**config.mk**
```make
export PLATFORM = sky130hd
export DESIGN_NAME = fifo_byte_serializer
export DESIGN_NICKNAME = d
export VERILOG_FILES = /design/src/rtl/fifo_byte_serializer.sv
export SDC_FILE = /design/constraint.sdc
export NUM_CORES = 1
export LEC_CHECK = 0
export BUFFER_PORTS_ARGS = -buffer_cell sky130_fd_sc_hd__buf_2
export CAP_MARGIN = 20
export CORE_ASPECT_RATIO = 0.5
export CORE_MARGIN = 2
export CORE_UTILIZATION = 30
export DETAILED_ROUTE_END_ITERATION = 12
export SLEW_MARGIN = 20
export SYNTH_ARGS = -nofsm -noshare
export SYNTH_HDL_FRONTEND = slang
export SYNTH_SLANG_ARGS = --single-unit
export TNS_END_PERCENT = 10
```
**constraint.sdc**
```tcl
create_clock -name clk -period 4.95 [get_ports clk]
set_clock_uncertainty 0.05 [all_clocks]
set_input_delay 0.99 -clock clk [delete_from_list [all_inputs] [get_ports clk]]
set_output_delay 0.99 -clock clk [all_outputs]
set_load 0.02 [all_outputs]
```
**src/rtl/fifo_byte_serializer.sv**
```systemverilog
// rtl/fifo_byte_serializer.sv - drains 24-bit FIFO words into a valid/ready byte stream
module fifo_byte_serializer #(
    parameter int DATA_W    = 24,
    parameter bit MSB_FIRST = 1'b1,
    parameter int COUNT_W   = 16
) (
    input  logic               clk,
    input  logic               reset,
    input  logic [DATA_W-1:0]  fifo_data,
    input  logic               fifo_empty,
    output logic               fifo_rd_en,
    output logic [7:0]         byte_out,
    output logic               byte_valid,
    input  logic               byte_ready,
    output logic               busy,
    output logic [COUNT_W-1:0] word_count
);

    typedef enum logic [1:0] {
        IDLE,
        FETCH,
        CAPTURE,
        SEND
    } state_t;

    state_t              state;
    state_t              state_next;
    logic [1:0]          byte_idx;
    logic [1:0]          byte_idx_next;
    logic [DATA_W-1:0]   hold_reg;
    logic [DATA_W-1:0]   hold_next;
    logic [COUNT_W-1:0]  count_next;
    logic [1:0]          lane;
    logic                handshake;

    always_ff @(posedge clk) begin
        if (reset) begin
            state      <= IDLE;
            byte_idx   <= 2'd0;
            hold_reg   <= '0;
            word_count <= '0;
        end else begin
            state      <= state_next;
            byte_idx   <= byte_idx_next;
            hold_reg   <= hold_next;
            word_count <= count_next;
        end
    end

    assign handshake = byte_valid && byte_ready;

    // fifo_empty is only consulted in IDLE and on the last-byte handshake,
    // so a read strobe can never follow an empty indication.
    always_comb begin
        state_next    = state;
        byte_idx_next = byte_idx;
        hold_next     = hold_reg;
        count_next    = word_count;
        case (state)
            IDLE: begin
                if (!fifo_empty) begin
                    state_next = FETCH;
                end
            end
            FETCH: begin
                state_next = CAPTURE;
            end
            CAPTURE: begin
                hold_next     = fifo_data;
                byte_idx_next = 2'd0;
                state_next    = SEND;
            end
            SEND: begin
                if (handshake) begin
                    if (byte_idx == 2'd2) begin
                        count_next    = word_count + COUNT_W'(1);
                        byte_idx_next = 2'd0;
                        state_next    = fifo_empty ? IDLE : FETCH;
                    end else begin
                        byte_idx_next = byte_idx + 2'd1;
                    end
                end
            end
            default: begin
                state_next = IDLE;
            end
        endcase
    end

    assign fifo_rd_en = (state == FETCH);
    assign byte_valid = (state == SEND);
    assign busy       = (state != IDLE);

    // lane 2 is the most significant byte of the holding register
    assign lane = MSB_FIRST ? (2'd2 - byte_idx) : byte_idx;

    always_comb begin
        byte_out = 8'd0;
        case (lane)
            2'd0:    byte_out = hold_reg[7:0];
            2'd1:    byte_out = hold_reg[15:8];
            2'd2:    byte_out = hold_reg[23:16];
            default: byte_out = 8'd0;
        endcase
    end

endmodule

```
==> flow_metrics.py <==
metrics = {
    "outcome": {
        "outcome": "complete, no violations",
    },
    "cts": {
        "cts_resized": 0,
        "hold_buffers": 0,
        "path_clk_slew_ps": 60,
        "cts_max_path_buffers": 2,
        "cts_setup_buffers": 0,
        "clock_sinks": 44,
        "cts_root_buf": "clkbuf_16",
        "cts_tree": "done",
        "clk_latency_ps": 280,
        "cts_buffers": 5,
        "htreeDepth": 2,
    },
    "floorplan": {
        "rows": 20,
        "start_util_pct": 31.9,
        "fp.dieW_microns": 119,
        "design.core.area_sq_um": 6260,
        "io-pin-count": 55,
        "die_area_sq_um": 7360,
        "die_height_microns": 61.7,
    },
    "finish": {
        "largest_reg_flops": 24,
        "nets": 304,
        "num_antenna_cells": 0,
        "synthToLayoutAreaGrowth_pct": 25.8,
        "layout-drive-gt1-share_pct": 24.8,
    },
    "setup_path": {
        "crit_required_ps": 3910,
        "worstPathArrival_ps": 1930,
        "r2r-start": "state[1]$_SDFFE_PP0P_",
        "cp-startpoint": "byte_idx[1]$_SDFFE_PP0P_",
        "crit_path_max_fanout": 14,
        "r2r_cells": 5,
        "critPathLaunchType": "flip-flop",
        "crit_type": "reg2out",
        "crit_path_end_kind": "primary output",
        "rrSetupSlack_ps": 2820,
    },
    "yosys": {
        "syn_nets": 253,
        "yosys.area_share.simple_pct": 19.5,
        "yosysWarnings": 0,
        "synth-xor-area-share_pct": 3.95,
        "synth_fa_ha_area_share_pct": 4.39,
        "avgSynthCellArea_sq_um": 9.15,
        "synth_compound_area_share_pct": 7.27,
        "seq_area_frac_synth_pct": 44.1,
        "yosysUniqueCellTypes": 30,
        "syn_inst": 218,
        "synth_top_family_by_area": "simple AND/OR/NAND/NOR gates",
        "mappedNetlistArea_sq_um": 2000,
        "ys_seq_elements": 44,
        "synthMuxAreaShare_pct": 17.6,
    },
    "timing": {
        "setup_viol": 0,
        "finalHoldViolCount": 0,
        "rsz0062_at_grt": "no",
        "worst_slack_ps": 1980,
        "max_slew_margin_pct": 46.5,
        "min_period_over_period_pct": 60.1,
        "fin_setup_tns_ps": 0,
        "max_slew.worst_pin.slew_ps": 803,
        "hold_ws_ps": 443,
        "maxSlewViolCount": 0,
        "min_period_ps": 2970,
        "fmax_ghz": 0.336,
    },
    "placement": {
        "dp_hpwl_microns": 3240,
        "port_buffers": 54,
        "post-place-ws_ps": 2260,
        "gp_congestion": 0.787,
    },
    "drt": {
        "wl_met2_microns": 2110,
        "num_vias": 1687,
        "routed_via_density": 4.71,
        "initialDrtViolationCount": 68,
        "post_drt_wl_per_cell_microns": 12.4,
        "highest_layer": "met4",
        "ant_nets": 0,
        "drt_wl_total_microns": 4430,
        "drt-met1-wl_microns": 2050,
        "wl_met3_microns": 217,
        "drc": 0,
        "drt-pass1-iter-count": 4,
    },
    "power_and_ir_drop": {
        "p_leak_nw": 1.04,
        "pwr-share-comb_pct": 26.4,
        "power.density_nw_per_um2": 441,
        "p_int_mw": 0.771,
        "p_sw_share_pct": 30.4,
        "irDropWorstVdd_uv": 173,
        "power_frac_clock_pct": 33.9,
        "p_sw_mw": 0.337,
        "seqPwrFrac_pct": 39.7,
    },
    "global_route": {
        "grt_usage_pct": 12.7,
        "antenna_found_initial": 0,
        "grt_pass1_vias": 1589,
        "overflow": 0,
        "grt_pass1_wl_microns": 7220,
        "grt_max_degree": 46,
    },
    "min_path": {
        "hold_start": "hold_reg[18]$_SDFFE_PP0P_",
        "hold_path.class": "reg2reg",
        "worstHoldPathCells": 2,
    },
    "job": {
        "cap_violations": 0,
    },
}
cell usage after synthesis, drive strengths merged:
cell type / number / area, sq um
a22oi: 2 / 15.0
a31o: 1 / 8.76
ha: 7 / 87.6
nand3b: 1 / 7.51
clkbuf: 10 / 37.5
nor4: 3 / 18.8
o21ai: 14 / 70.1
nand4b: 3 / 41.3
nand2b: 1 / 6.26
a21oi: 7 / 35.0
nor3: 4 / 20.0
and3: 1 / 6.26
mux2i: 35 / 350
xor2: 3 / 26.3
nor2: 38 / 143
nand2: 15 / 56.3
inv: 6 / 22.5
dfxtp: 44 / 881
nand4: 3 / 18.8
or4: 2 / 18.8
or3: 4 / 26.3
buf: 1 / 3.75
a221oi: 1 / 8.76
nor2b: 1 / 6.26
a211oi: 1 / 7.51
nand3: 4 / 20.0
xnor2: 6 / 52.6
placed cells by master, fill, tap and decap left out:
| cell type | instances |
|---|---|
| a211oi_1 | 1 |
| a21oi_1 | 7 |
| a221oi_1 | 1 |
| a22oi_1 | 2 |
| a31o_2 | 1 |
| and3_1 | 1 |
| buf_2 | 54 |
| buf_4 | 1 |
| bufinv_16 | 1 |
| clkbuf_16 | 5 |
| clkinv_2 | 1 |
| clkinvlp_4 | 1 |
| dfxtp_1 | 44 |
| ha_1 | 7 |
| inv_1 | 6 |
| mux2i_1 | 35 |
| nand2_1 | 15 |
| nand2b_1 | 1 |
| nand3_1 | 4 |
| nand3b_1 | 1 |
| nand4_1 | 3 |
| nand4b_1 | 2 |
| nand4b_4 | 1 |
| nor2_1 | 38 |
| nor2b_1 | 1 |
| nor3_1 | 4 |
| nor4_1 | 3 |
| o21ai_0 | 14 |
| or3_1 | 3 |
| or3_2 | 1 |
| or4_1 | 1 |
| or4_4 | 1 |
| xnor2_1 | 6 |
| xor2_1 | 3 |
final timing paths:
path / to
hold reg to reg: hold_reg[18]$_SDFFE_PP0P_
setup / recovery: byte_out[5]
hold / removal: hold_reg[18]$_SDFFE_PP0P_
setup reg to reg: word_count[15]$_SDFFE_PP0P_
metal layers:
layer / vias to the layer above / track usage (%)
met5: - / 0
met3: 7 / 4.07
li1: 858 / -
met2: 28 / 22.2
met1: 794 / 15.2
met4: 0 / 4.54
power by group through the flow:
| stage | clock network (mW) | logic [mW] | registers (mW) |
|---|---|---|---|
| 3_3_place_gp | 0 | 0.286 | 0.445 |
| 3_5_place_dp | 0 | 0.296 | 0.448 |
| 2_1_floorplan | 0 | 0.233 | 0.435 |
| 6_report | 0.375 | 0.293 | 0.440 |
| 5_1_grt | 0.399 | 0.324 | 0.447 |
| 4_1_cts | 0.383 | 0.296 | 0.440 |
through the flow:
stage	instances	instance area, sq um	utilization [%]	power, mW
after floorplan	218	2000	-	0.669
after global placement	350	2340	37.4	0.731
after detailed placement	350	2340	37.4	0.744
after CTS	358	2510	40.1	1.12
after global routing	358	2510	40.1	1.17
final	358	2510	40.1	1.11
cells by family after synthesis:
family,Yosys count
AND/OR/NAND/NOR,80
flip-flops,44
multiplexers,35
AO/OA/AOI/OAI,26
buffers and inverters,17
XOR/XNOR,9
adder cells (fa/ha/maj),7
final cells by class:
type | count | area (sq um)
clock inverter | 3 | 42.5
clock buffer | 5 | 125
timing repair buffer | 55 | 278
multi-input combinational | 157 | 1050
tap | 88 | 110
fill | 641 | 3750
sequential | 44 | 881
inverter | 6 | 22.5
critical path, stage by stage, from the launching register on:
cell	delay [ps]
dfxtp_1	610
nor2b_1	610
nand2_1	100
o21ai_0	120
buf_2	200
(Power assumes the default switching activity.)
